$ cat src/rtl/ppu_vram_sync_ctrl_if.sv
// Bus bundle between the PPU sync controller, the per-channel
// address PIOs / DMA engines and the VRAM sync writer.
interface ppu_vram_sync_ctrl_if #(
  parameter int NUM_CH = 3,
  parameter int ADDR_W = 32
);
  logic                     sync_active;
  logic                     vram_sync;
  logic [NUM_CH-1:0]        vram_sync_mask;
  logic                     vram_sync_done;
  logic [NUM_CH*ADDR_W-1:0] srcaddr_rddata;
  logic [NUM_CH-1:0]        srcaddr_update_avail;
  logic [NUM_CH-1:0]        srcaddr_read_rst;
  logic [NUM_CH*ADDR_W-1:0] dma_src_addr;
  logic [NUM_CH-1:0]        dma_start;
  logic [NUM_CH-1:0]        dma_finish;
  logic                     dma_rdy_irq;

  modport master (
    output sync_active,
    output vram_sync,
    output vram_sync_mask,
    input  vram_sync_done,
    input  srcaddr_rddata,
    input  srcaddr_update_avail,
    output srcaddr_read_rst,
    output dma_src_addr,
    output dma_start,
    input  dma_finish,
    output dma_rdy_irq
  );

  modport slave (
    input  sync_active,
    input  vram_sync,
    input  vram_sync_mask,
    output vram_sync_done,
    output srcaddr_rddata,
    output srcaddr_update_avail,
    input  srcaddr_read_rst,
    input  dma_src_addr,
    input  dma_start,
    output dma_finish,
    input  dma_rdy_irq
  );
endinterface

$ cat src/rtl/ppu_vram_sync_ctrl.sv
// Multi-channel PPU frame controller: arbitrates display, CPU->VRAM
// DMA and vblank VRAM sync across NUM_CH independent regions.
module ppu_vram_sync_ctrl #(
  parameter int NUM_CH   = 3,
  parameter int ADDR_W   = 32,
  parameter int CNT_W    = 8,
  parameter int SYNC_ALL = 1
) (
  input  logic             clk,
  input  logic             rst,
  input  logic             vblank_start,
  input  logic             vblank_end_soon,
  input  logic             rowram_swap,
  output logic             rowram_swap_disp,
  output logic [CNT_W-1:0] frame_skip_cnt,
  output logic             sync_overrun,
  ppu_vram_sync_ctrl_if.master bus
);

  typedef enum logic [1:0] {
    S_IDLE,
    S_DISP,
    S_SYNC
  } st_e;

  typedef enum logic [1:0] {
    CH_FREE,
    CH_BUSY,
    CH_READY
  } ch_e;

  localparam logic [CNT_W-1:0] SKIP_MAX = '1;

  st_e st_q, st_d;
  ch_e ch_q [NUM_CH];
  ch_e ch_d [NUM_CH];

  logic [NUM_CH-1:0]        ready_v, busy_v, rd_rst;
  logic [NUM_CH-1:0]        mask_q, mask_d;
  logic [NUM_CH-1:0]        start_q, start_d;
  logic [NUM_CH*ADDR_W-1:0] addr_q, addr_d;
  logic                     sync_q, sync_d;
  logic                     irq_q, irq_d;
  logic                     done_q, done_d;
  logic                     ovr_q, ovr_d;
  logic [CNT_W-1:0]         skip_q, skip_d;
  logic                     done_ev, eligible;

  always_comb begin
    ready_v = '0;
    busy_v  = '0;
    rd_rst  = '0;
    for (int i = 0; i < NUM_CH; i++) begin
      ready_v[i] = (ch_q[i] == CH_READY);
      busy_v[i]  = (ch_q[i] == CH_BUSY);
      rd_rst[i]  = !rst && (ch_q[i] == CH_FREE)
                   && bus.srcaddr_update_avail[i];
    end
  end

  // Only the first done of a sync window frees channels.
  assign done_ev  = (st_q == S_SYNC) && bus.vram_sync_done
                    && !done_q;
  assign eligible = (|ready_v)
                    && ((SYNC_ALL == 0) || !(|busy_v));

  always_comb begin
    start_d = rd_rst;
    addr_d  = addr_q;
    for (int i = 0; i < NUM_CH; i++) begin
      ch_d[i] = ch_q[i];
      unique case (ch_q[i])
        CH_FREE: begin
          if (bus.srcaddr_update_avail[i]) begin
            ch_d[i] = CH_BUSY;
            addr_d[i*ADDR_W +: ADDR_W] =
              bus.srcaddr_rddata[i*ADDR_W +: ADDR_W];
          end
        end
        CH_BUSY: begin
          if (bus.dma_finish[i]) ch_d[i] = CH_READY;
        end
        CH_READY: begin
          if (done_ev && mask_q[i]) ch_d[i] = CH_FREE;
        end
        default: ch_d[i] = CH_FREE;
      endcase
    end
  end

  always_comb begin
    st_d   = st_q;
    mask_d = mask_q;
    sync_d = 1'b0;
    irq_d  = done_ev;
    done_d = done_q;
    ovr_d  = ovr_q;
    skip_d = skip_q;
    unique case (st_q)
      S_IDLE: begin
        if (vblank_end_soon) st_d = S_DISP;
      end
      S_DISP: begin
        if (vblank_start) begin
          if (eligible) begin
            st_d   = S_SYNC;
            mask_d = ready_v;
            sync_d = 1'b1;
          end else begin
            st_d = S_IDLE;
            if (skip_q != SKIP_MAX)
              skip_d = skip_q + CNT_W'(1);
          end
        end
      end
      S_SYNC: begin
        if (done_ev) begin
          done_d = 1'b1;
          skip_d = '0;
        end
        if (vblank_end_soon) begin
          st_d   = S_DISP;
          done_d = 1'b0;
          mask_d = '0;
          if (!done_q && !bus.vram_sync_done)
            ovr_d = 1'b1;
        end
      end
      default: st_d = S_IDLE;
    endcase
  end

  always_ff @(posedge clk or posedge rst) begin
    if (rst) begin
      st_q    <= S_IDLE;
      mask_q  <= '0;
      start_q <= '0;
      addr_q  <= '0;
      sync_q  <= 1'b0;
      irq_q   <= 1'b0;
      done_q  <= 1'b0;
      ovr_q   <= 1'b0;
      skip_q  <= '0;
      for (int i = 0; i < NUM_CH; i++)
        ch_q[i] <= CH_FREE;
    end else begin
      st_q    <= st_d;
      mask_q  <= mask_d;
      start_q <= start_d;
      addr_q  <= addr_d;
      sync_q  <= sync_d;
      irq_q   <= irq_d;
      done_q  <= done_d;
      ovr_q   <= ovr_d;
      skip_q  <= skip_d;
      for (int i = 0; i < NUM_CH; i++)
        ch_q[i] <= ch_d[i];
    end
  end

  assign rowram_swap_disp     = rowram_swap && (st_q == S_DISP);
  assign bus.sync_active      = (st_q == S_SYNC);
  assign bus.vram_sync        = sync_q;
  assign bus.vram_sync_mask   = mask_q;
  assign bus.srcaddr_read_rst = rd_rst;
  assign bus.dma_src_addr     = addr_q;
  assign bus.dma_start        = start_q;
  assign bus.dma_rdy_irq      = irq_q;
  assign frame_skip_cnt       = skip_q;
  assign sync_overrun         = ovr_q;

endmodule

$ cat src/flat_wrapper.sv
// flat-port wrapper written by rule: the top's interface ports become plain ports
module ppu_vram_sync_ctrl_flat 
#(
  parameter int NUM_CH   = 3,
  parameter int ADDR_W   = 32,
  parameter int CNT_W    = 8,
  parameter int SYNC_ALL = 1
)
  (clk, rst, vblank_start, vblank_end_soon, rowram_swap, rowram_swap_disp, frame_skip_cnt, sync_overrun, bus_sync_active, bus_vram_sync, bus_vram_sync_mask, bus_vram_sync_done, bus_srcaddr_rddata, bus_srcaddr_update_avail, bus_srcaddr_read_rst, bus_dma_src_addr, bus_dma_start, bus_dma_finish, bus_dma_rdy_irq);
  ppu_vram_sync_ctrl_if #(.NUM_CH(NUM_CH), .ADDR_W(ADDR_W)) bus_i ();
  input  logic clk;
  input  logic rst;
  input  logic vblank_start;
  input  logic vblank_end_soon;
  input  logic rowram_swap;
  output logic rowram_swap_disp;
  output logic [CNT_W-1:0] frame_skip_cnt;
  output logic sync_overrun;
  output wire logic [$bits(bus_i.sync_active)-1:0] bus_sync_active;
  output wire logic [$bits(bus_i.vram_sync)-1:0] bus_vram_sync;
  output wire logic [$bits(bus_i.vram_sync_mask)-1:0] bus_vram_sync_mask;
  input wire logic [$bits(bus_i.vram_sync_done)-1:0] bus_vram_sync_done;
  input wire logic [$bits(bus_i.srcaddr_rddata)-1:0] bus_srcaddr_rddata;
  input wire logic [$bits(bus_i.srcaddr_update_avail)-1:0] bus_srcaddr_update_avail;
  output wire logic [$bits(bus_i.srcaddr_read_rst)-1:0] bus_srcaddr_read_rst;
  output wire logic [$bits(bus_i.dma_src_addr)-1:0] bus_dma_src_addr;
  output wire logic [$bits(bus_i.dma_start)-1:0] bus_dma_start;
  input wire logic [$bits(bus_i.dma_finish)-1:0] bus_dma_finish;
  output wire logic [$bits(bus_i.dma_rdy_irq)-1:0] bus_dma_rdy_irq;
  assign bus_sync_active = bus_i.sync_active;
  assign bus_vram_sync = bus_i.vram_sync;
  assign bus_vram_sync_mask = bus_i.vram_sync_mask;
  assign bus_i.vram_sync_done = bus_vram_sync_done;
  assign bus_i.srcaddr_rddata = bus_srcaddr_rddata;
  assign bus_i.srcaddr_update_avail = bus_srcaddr_update_avail;
  assign bus_srcaddr_read_rst = bus_i.srcaddr_read_rst;
  assign bus_dma_src_addr = bus_i.dma_src_addr;
  assign bus_dma_start = bus_i.dma_start;
  assign bus_i.dma_finish = bus_dma_finish;
  assign bus_dma_rdy_irq = bus_i.dma_rdy_irq;
  ppu_vram_sync_ctrl #(.NUM_CH(NUM_CH), .ADDR_W(ADDR_W), .CNT_W(CNT_W), .SYNC_ALL(SYNC_ALL)) u_core (.clk(clk), .rst(rst), .vblank_start(vblank_start), .vblank_end_soon(vblank_end_soon), .rowram_swap(rowram_swap), .rowram_swap_disp(rowram_swap_disp), .frame_skip_cnt(frame_skip_cnt), .sync_overrun(sync_overrun), .bus(bus_i));
endmodule
$ cat config.mk
export PLATFORM = sky130hd
export DESIGN_NAME = ppu_vram_sync_ctrl_flat
export DESIGN_NICKNAME = d
export VERILOG_FILES = /design/src/rtl/ppu_vram_sync_ctrl_if.sv /design/src/rtl/ppu_vram_sync_ctrl.sv /design/src/flat_wrapper.sv
export SDC_FILE = /design/constraint.sdc
export NUM_CORES = 1
export LEC_CHECK = 0
export ABC_AREA = 0
export BUFFER_PORTS_ARGS = -buffer_cell sky130_fd_sc_hd__buf_2
export CORE_ASPECT_RATIO = 0.9
export CORE_MARGIN = 2
export CORE_UTILIZATION = 29
export CTS_CLUSTER_DIAMETER = 40
export DETAILED_ROUTE_END_ITERATION = 10
export PLACE_DENSITY_LB_ADDON = 0.25
export SLEW_MARGIN = 0
export SYNTH_ARGS = -nofsm -noshare
export SYNTH_HDL_FRONTEND = slang
export SYNTH_SLANG_ARGS = --single-unit
$ cat constraint.sdc
create_clock -name clk -period 8.4 [get_ports clk]
set_input_delay 1.26 -clock clk [delete_from_list [all_inputs] [get_ports clk]]
set_output_delay 1.26 -clock clk [all_outputs]
set_load 0.05 [all_outputs]
==> results of run 1 <==
## final cells by class
type	instances	area (sq um)
inverter	7	28.8
timing repair buffer	230	1160
multi-input combinational	190	1790
sequential	122	3050
fill	1634	9870
clock buffer	24	462
tap	211	264
clock inverter	8	95.1
## flip-flops by register name, summed over array words and instances, names as in the netlist
| name | cells |
|---|---|
| u_core.st_q | 2 |
| u_core.bus.vram_sync | 1 |
| u_core.sync_overrun | 1 |
| u_core.bus.dma_start | 3 |
| u_core.frame_skip_cnt | 8 |
| u_core.done_q | 1 |
| u_core.bus.dma_rdy_irq | 1 |
| u_core.ch_q | 6 |
| u_core.bus.dma_src_addr | 96 |
| u_core.bus.vram_sync_mask | 3 |
## cells in the final DEF, fill, tap and decap left out, types with 6 or more instances in the layout
master and n:
nand3_1 7, o21ai_1 6, clkbuf_16 17, inv_1 6, dfrtp_1 122, mux2_2 96
nand2_1 8, nor2_1 9, clkbuf_1 6, buf_2 225
## cell families after synthesis
logic type      after synthesis  synth area share
xor+xnor                      2           0.00357
flops                       122             0.622
buf+inv                      17            0.0168
fa+ha+maj                     5            0.0128
mux                          96             0.220
compound gates               35            0.0551
simple gates                 52            0.0689
## worst paths after layout
kind | start | to
worst max-delay path | rst | bus_srcaddr_read_rst[0]
worst min-delay path | u_core.sync_overrun | u_core.sync_overrun
worst max register to register | u_core.st_q[1] | u_core.frame_skip_cnt[6]
worst min register to register | u_core.sync_overrun | u_core.sync_overrun
max in group asynchronous | rst | u_core.bus.dma_src_addr[57]
min in group asynchronous | rst | u_core.bus.dma_src_addr[85]
## worst register-to-register path, stage by stage (launching register included)
cell and delay [ns]:
dfrtp_1 0.42, inv_1 0.10, ha_1 0.22, inv_1 0.12, or4_4 0.57, o21ai_1 0.12
or2_1 0.39, o31ai_1 0.13
## per-layer routing
layer	track usage	routed length, um	vias to the layer above
met5	0	0	-
met3	0.0566	944	18
met4	0.0494	219	0
met1	0.156	4660	1719
met2	0.212	5670	130
li1	-	-	1657
## metrics by stage
stage | worst slack (ns) | cells | hold slack (ns) | util
6_report | 4.49 | 792 | 0.474 | 0.410
3_5_place_dp | 4.40 | 760 | 0.470 | 0.377
3_3_place_gp | 4.44 | 760 | 0.461 | 0.377
4_1_cts | 4.40 | 792 | 0.482 | 0.410
2_1_floorplan | 2.64 | 329 | 0.452 | -
5_1_grt | 4.26 | 792 | 0.510 | 0.410
==> qor.csv, run 1 <==
stage,metric,value,unit
outcome,status,"finished, final reports clean",
grt,grt_pass1_vias,3587,
cts,cts.reportedPaths.clkPinSlew,0.05,ns
cts,clock_tree.htree_level_count,4,
yosys,synthDistinctLibCells,42,
sta,final-max-slew-violation-count,0,
sta,rsz0062_at_grt,no,
worst_setup_path,crit_path_max_fanout,57,
yosys,syn-instance-count,329,
sta,relative_slew_margins,0.530,
finish,final_net_count,681,
yosys,ys_seq_elements,122,
cts,numClockSinks,122,
floorplan,initial_core_util,0.293,
sta,fin_crit,3.91,ns
worst_setup_path,rrSetupSlack,6.21,ns
yosys,synth.top_cells.by_area,"dfrtp_1, mux2_2, ha_1",
cts,postcts_setup_bufs,0,
worst_hold_path,worstHoldPathType,reg -> reg,
grt,grt.overflow.total,0,
cts,cts-resized-gates,0,
sta,fin_setup_tns,0,ns
yosys,synth_enable_flop_cells,0,
floorplan,chipWidth,141,um
worst_setup_path,start_kind,input pin,
placed_design,gpl.final_weighted_congestion,0.724,
routing,detail-route-antenna-nets,0,
routing,routed_wl,11500,um
finish,design_area,0.00685,sq mm
placed_design,placed_cell_area,0.00630,sq mm
routing,drt_iter0_drc,102,
worst_setup_path,worst-r2r-cell-count,7,
placed_design,port_buffers,225,
worst_setup_path,crit_path_end_kind,output pin,
floorplan,fp.dieArea,0.0180,sq mm
sta,max_clock_freq,256,MHz
floorplan,core_area,0.0167,sq mm
cts,cts.root.buffer_cell,clkbuf_16,
yosys,synthMostInstantiatedCell,dfrtp_1,
yosys,cell_area_after_technology_mapping,0.00490,sq mm
worst_hold_path,min_path_cells,1,
floorplan,chipHeight,127,um
cts,tritoncts,yes,
finish,synthToLayoutAreaGrowth,39.7,%
sta,final_worst_path_cycle_share,0.465,
worst_setup_path,worst_path_most_repeated_cell,buf_2,
worst_setup_path,crit_type,in -> out,
cts,tritoncts.num_buffers,17,
grt,number_of_antenna_violations_at_the_first_check_in_global_routing,0,
finish,share_of_layout_cells_above_drive_strength_1,0.647,
grt,grt_start_max_net_pins,58,
worst_setup_path,crit_path_max_delay_family,buffers and inverters,
cts,clock_path_buffers,2,
routing,vias,3524,
cts,clkLatencyLatePin,0.40,ns
finish,antenna_fix_cells,0,
yosys,post-synth-top-area-cell,dfrtp_1,
routing,average_detailed_routed_wire_length_per_instance,14.5,um
worst_setup_path,cp_slowest_cell,buf_4,
yosys,synth_area_per_cell,14.9,sq um
routing,drc,0,
yosys,asyncSetResetFlopFracSynth,1.00,
worst_setup_path,depth_of_the_critical_timing_path_with_buffers_and_inverters_included,5,
routing,drt-pass1-iter-count,4,
floorplan,fp-row-count,45,
cts,cts_hold_buf,0,
yosys,synth_sequential_area_ratio,0.622,
worst_setup_path,cp.buffers_inverters,4,
worst_setup_path,crit_path_cell_trace,buf_2 > inv_4 > buf_4 > and2_1 > buf_2,
run,max_cap_violations,0,
yosys,synthDominantCellAreaShare,0.622,
grt,gr-usage-all-layers,0.131,
worst_setup_path,cp_data_arrival_time,2.65,ns
sta,clock-skew-final,0.00659,ns
yosys,synth_fp_nets,442,
yosys,synth-main-ff-cell,dfrtp_1,
yosys,post_synth_most_frequent_cells,"dfrtp_1, mux2_2, buf_2, nor2_1, nand2_1",
grt,global_route_wire_length_before_repair,18300,um
floorplan,boundaryPins,226,
placed_design,dp.final_hpwl,8600,um
sta,finalSetupViolations,0,
worst_setup_path,cp_data_required_time,7.14,ns
yosys,synth_warnings,0,
sta,timing.final.hold_violations,0,
worst_setup_path,critical-path-max-stage-delay,0.58,ns
sta,tightestPinTransition,0.705,ns
routing,drt-vias-per-instance,4.45,
Power of run 1 is left out: the tool's default activity adds up to more than one toggle a clock period on the data nets, which glitch-free logic cannot reach.
==> run 2: changes to the inputs <==
==> constraint.sdc (replaced) <==
create_clock -name clk -period 4 [get_ports clk]
set_input_delay 0.6 -clock clk [delete_from_list [all_inputs] [get_ports clk]]
set_output_delay 0.6 -clock clk [all_outputs]
set_load 0.05 [all_outputs]
==> run 2 against run 1 <==
Clock-buffer cell count down 4. Design area is the same. Critical path depth decreased by 1. Global-route usage up 0.11 points. Hold slack worse by 0.32 ns. Worst setup slack got worse by 3.0 ns. Final cell count stayed put. First-iteration DRC count increased by 0.98%. Via count fell by 0.17%. Critical endpoint is now bus_srcaddr_read_rst[2]. Non-clock buffer count stayed put.
==> qor.csv, run 2 (synthesis gave the netlist of run 1 again) <==
stage,metric,value,unit
sta,timing.final.hold_violations,0,
sta,fin_setup_tns,0,ns
grt,number_of_antenna_violations_at_the_first_check_in_global_routing,0,
routing,detail-route-antenna-nets,0,
floorplan,fp.dieArea,0.0180,sq mm
grt,grt_start_max_net_pins,63,
sta,final-max-slew-violation-count,0,
finish,final_net_count,681,
cts,postcts_setup_bufs,0,
sta,finalSetupViolations,0,
finish,final_util,0.410,
worst_setup_path,crit_type,reg -> out,
grt,gr-usage-all-layers,0.132,
sta,tightestPinTransition,0.791,ns
grt,global_route_wire_length_before_repair,18500,um
routing,routed_wl,11600,um
routing,drc,0,
floorplan,chipWidth,141,um
sta,max_clock_freq,398,MHz
floorplan,chipHeight,127,um
worst_setup_path,crit_path_end_kind,output pin,
cts,clock_path_buffers,2,
placed_design,port_buffers,225,
routing,drt-pass1-iter-count,4,
worst_setup_path,cp_data_arrival_time,1.92,ns
cts,clkLatencyLatePin,0.41,ns
cts,tritoncts.num_buffers,17,
finish,share_of_layout_cells_above_drive_strength_1,0.656,
placed_design,dp.final_hpwl,8530,um
cts,numClockSinks,122,
worst_setup_path,start_kind,register,
routing,average_detailed_routed_wire_length_per_instance,14.6,um
cts,cts.root.buffer_cell,clkbuf_16,
cts,clock_tree.htree_level_count,4,
sta,relative_slew_margins,0.473,
routing,drt_iter0_drc,103,
cts,cts-resized-gates,0,
worst_setup_path,cp_data_required_time,3.40,ns
floorplan,boundaryPins,226,
grt,grt.overflow.total,0,
finish,mostFrequentLayoutCells,"buf_2, dfrtp_1, mux2_2",
run,max_cap_violations,0,
routing,vias,3518,
outcome,status,"finished, final reports clean",
placed_design,placed_cell_area,0.00630,sq mm
worst_hold_path,worstHoldPathType,in -> async,
finish,design_area,0.00685,sq mm
cts,cts_hold_buf,0,
sta,clock-skew-final,0.00717,ns
sta,rsz0062_at_grt,no,
floorplan,core_area,0.0167,sq mm
cts,cts.reportedPaths.clkPinSlew,0.05,ns
routing,drt-vias-per-instance,4.44,
cts,tritoncts,yes,
grt,grt_pass1_vias,3675,
finish,largest_reg_flops,96,
floorplan,fp-row-count,45,
finish,synthToLayoutAreaGrowth,39.7,%
floorplan,initial_core_util,0.293,
finish,antenna_fix_cells,0,
worst_setup_path,crit_path_max_fanout,33,
sta,final_worst_path_cycle_share,0.629,
finish,layout.cells.most_common,buf_2,
sta,fin_crit,2.52,ns
placed_design,gpl.final_weighted_congestion,0.754,
[run 2: area by class of cell]
cell class | instances | area, sq um
Timing Repair Buffer | 230 | 1160
Sequential cell | 122 | 3050
Clock buffer | 20 | 457
Inverter | 7 | 30.0
Tap cell | 211 | 264
Clock inverter | 12 | 98.8
Fill cell | 1568 | 9870
Multi-Input combinational cell | 190 | 1790
[run 2: layer usage]
| layer | vias to the layer above | global-route usage | routed length [um] |
|---|---|---|---|
| li1 | 1653 | - | - |
| met1 | 1716 | 0.157 | 4700 |
| met2 | 134 | 0.215 | 5840 |
| met3 | 15 | 0.0543 | 868 |
| met4 | 0 | 0.0518 | 174 |
| met5 | - | 0 | 0 |
[run 2: path summary, 6_finish.rpt]
| path | startpoint | end | slack, ns | cells past startpoint |
|---|---|---|---|---|
| setup / recovery | u_core.ch_q[0] | bus_srcaddr_read_rst[2] | 1.48 | 4 |
| hold / removal | rst | u_core.bus.dma_start[1] | 0.15 | 2 |
| setup reg to reg | u_core.st_q[1] | u_core.frame_skip_cnt[4] | 1.87 | 7 |
| hold reg to reg | u_core.sync_overrun | u_core.sync_overrun | 0.46 | 1 |
| max in group asynchronous | rst | u_core.bus.dma_src_addr[63] | 2.78 | 3 |
| min in group clk | bus_dma_finish[0] | u_core.ch_q[4] | 0.39 | 2 |
[run 2: worst max-delay path, cell delays in order (launching register included)]
cell and delay [ns]:
dfrtp_1 0.43, nor3b_4 0.20, buf_4 0.39, and2_1 0.21, buf_2 0.27
[run 2: stage by stage]
stage,std cells,hold WS [ns],setup WS [ns]
final,792,0.149,1.48
after global routing,792,0.147,1.35
after CTS,792,0.142,1.44
after detailed placement,760,0.453,1.67
after global placement,760,0.452,1.69
after floorplan,329,0.452,0.418
Power of run 2 is left out for the same reason.
==> run 3: changes to the inputs <==
==> constraint.sdc (replaced) <==
create_clock -name clk -period 2.46 [get_ports clk]
set_input_delay 0.369 -clock clk [delete_from_list [all_inputs] [get_ports clk]]
set_output_delay 0.369 -clock clk [all_outputs]
set_load 0.05 [all_outputs]
==> run 3 against run 2 <==
Register-to-register slack worse by 1.6 ns. Via count increased by 1.2%. Sequential share of layout area is 1.0 points lower. Design area increased by 2.4%. Wire length grew 2.2%. Largest cell class unchanged.
==> qor.csv, run 3 (synthesis gave the netlist of run 1 again) <==
stage,metric,value,unit
outcome,status,"finished, final reports clean",
grt,global_route_wire_length_before_repair,18500,um
floorplan,fp.dieArea,0.0180,sq mm
routing,detail-route-antenna-nets,0,
sta,max_clock_freq,466,MHz
sta,fin_crit,2.15,ns
cts,postcts_setup_bufs,0,
floorplan,chipWidth,141,um
worst_setup_path,start_kind,register,
worst_hold_path,worstHoldPathType,in -> reg,
grt,gr-usage-all-layers,0.132,
finish,share_of_layout_cells_above_drive_strength_1,0.659,
grt,grtUsageMet2,0.216,
sta,final_worst_path_cycle_share,0.873,
floorplan,core_area,0.0167,sq mm
cts,numClockSinks,122,
sta,final-max-slew-violation-count,0,
worst_setup_path,cp_data_required_time,2.73,ns
finish,antenna_fix_cells,0,
sta,finalSetupViolations,0,
cts,cts.root.buffer_cell,clkbuf_16,
grt,gr-max-usage-layer,met2,
routing,routed_wl,11800,um
sta,tightestPinTransition,0.619,ns
cts,cts-resized-gates,0,
finish,layout.cells.most_common,buf_2,
placed_design,placed_cell_area,0.00632,sq mm
floorplan,chipHeight,127,um
cts,tritoncts,yes,
grt,globalRouteMet1Util,0.151,
routing,drt-pass1-iter-count,5,
sta,timing.hold.ws,0.164,ns
sta,relative_slew_margins,0.587,
grt,grtUsageMet3,0.0555,
finish,synthToLayoutAreaGrowth,43.0,%
routing,drt-vias-per-instance,4.48,
routing,vias,3559,
finish,final_net_count,684,
sta,setup_ws,0.313,ns
finish,mostFrequentLayoutCells,"buf_2, dfrtp_1, mux2_2",
floorplan,boundaryPins,226,
sta,timing.final.hold_violations,0,
grt,grt_start_max_net_pins,48,
floorplan,fp-row-count,45,
finish,design_area,0.00702,sq mm
routing,average_detailed_routed_wire_length_per_instance,14.9,um
placed_design,port_buffers,225,
worst_setup_path,crit_path_end_kind,register,
cts,tritoncts.num_buffers,17,
grt,grt.overflow.total,0,
routing,drt_iter0_drc,85,
sta,clock-skew-final,0.00554,ns
cts,clkLatencyLatePin,0.41,ns
grt,grt_pass1_vias,3803,
worst_setup_path,crit_path_max_fanout,8,
worst_setup_path,cp_data_arrival_time,2.42,ns
run,max_cap_violations,0,
worst_setup_path,crit_type,reg -> reg,
cts,clock_path_buffers,2,
placed_design,gpl.final_weighted_congestion,0.741,
finish,largest_reg_flops,96,
cts,cts_hold_buf,0,
grt,number_of_antenna_violations_at_the_first_check_in_global_routing,0,
floorplan,initial_core_util,0.293,
sta,rsz0062_at_grt,no,
placed_design,dp.final_hpwl,8700,um
sta,fin_setup_tns,0,ns
cts,cts.reportedPaths.clkPinSlew,0.05,ns
cts,clock_tree.htree_level_count,4,
routing,drc,0,
placed_design,dp_slack,0.294,ns
[run 3: worst paths after layout]
kind                       slack [ns]           startpoint                          end  depth (start not counted)
setup / recovery                 0.31       u_core.st_q[1]     u_core.frame_skip_cnt[6]                          7
hold / removal                   0.16    bus_dma_finish[1]               u_core.ch_q[2]                          2
setup reg to reg                 0.31       u_core.st_q[1]     u_core.frame_skip_cnt[6]                          7
hold reg to reg                  0.47  u_core.sync_overrun          u_core.sync_overrun                          1
max in group asynchronous        1.78                  rst  u_core.bus.dma_src_addr[29]                          3
min in group asynchronous        0.18                  rst      u_core.bus.dma_start[1]                          3
[run 3: critical path, cell delays in order, from the launching register on]
cell	delay, ns
dfrtp_1	0.41
inv_1	0.09
ha_1	0.22
inv_1	0.11
or4_4	0.56
o21ai_1	0.12
or2_1	0.38
o31ai_1	0.12
[run 3: layout make-up]
| cell class | instances | area, sq um |
|---|---|---|
| clock buffer | 21 | 480 |
| fill | 1603 | 9710 |
| multi-input combinational | 190 | 1790 |
| tap | 211 | 264 |
| clock inverter | 11 | 214 |
| sequential | 122 | 3050 |
| inverter | 7 | 30.0 |
| timing repair buffer | 233 | 1190 |
[run 3: per-layer routing]
layer / vias to the layer above / share of wire
li1: 1654 / -
met3: 17 / 0.082
met5: - / 0
met4: 0 / 0.020
met2: 149 / 0.50
met1: 1739 / 0.40
[run 3: stage by stage]
stage | cells | util
2_1_floorplan | 329 | -
3_3_place_gp | 763 | 0.378
3_5_place_dp | 763 | 0.378
4_1_cts | 795 | 0.420
5_1_grt | 795 | 0.420
6_report | 795 | 0.420
Power of run 3 is left out for the same reason.
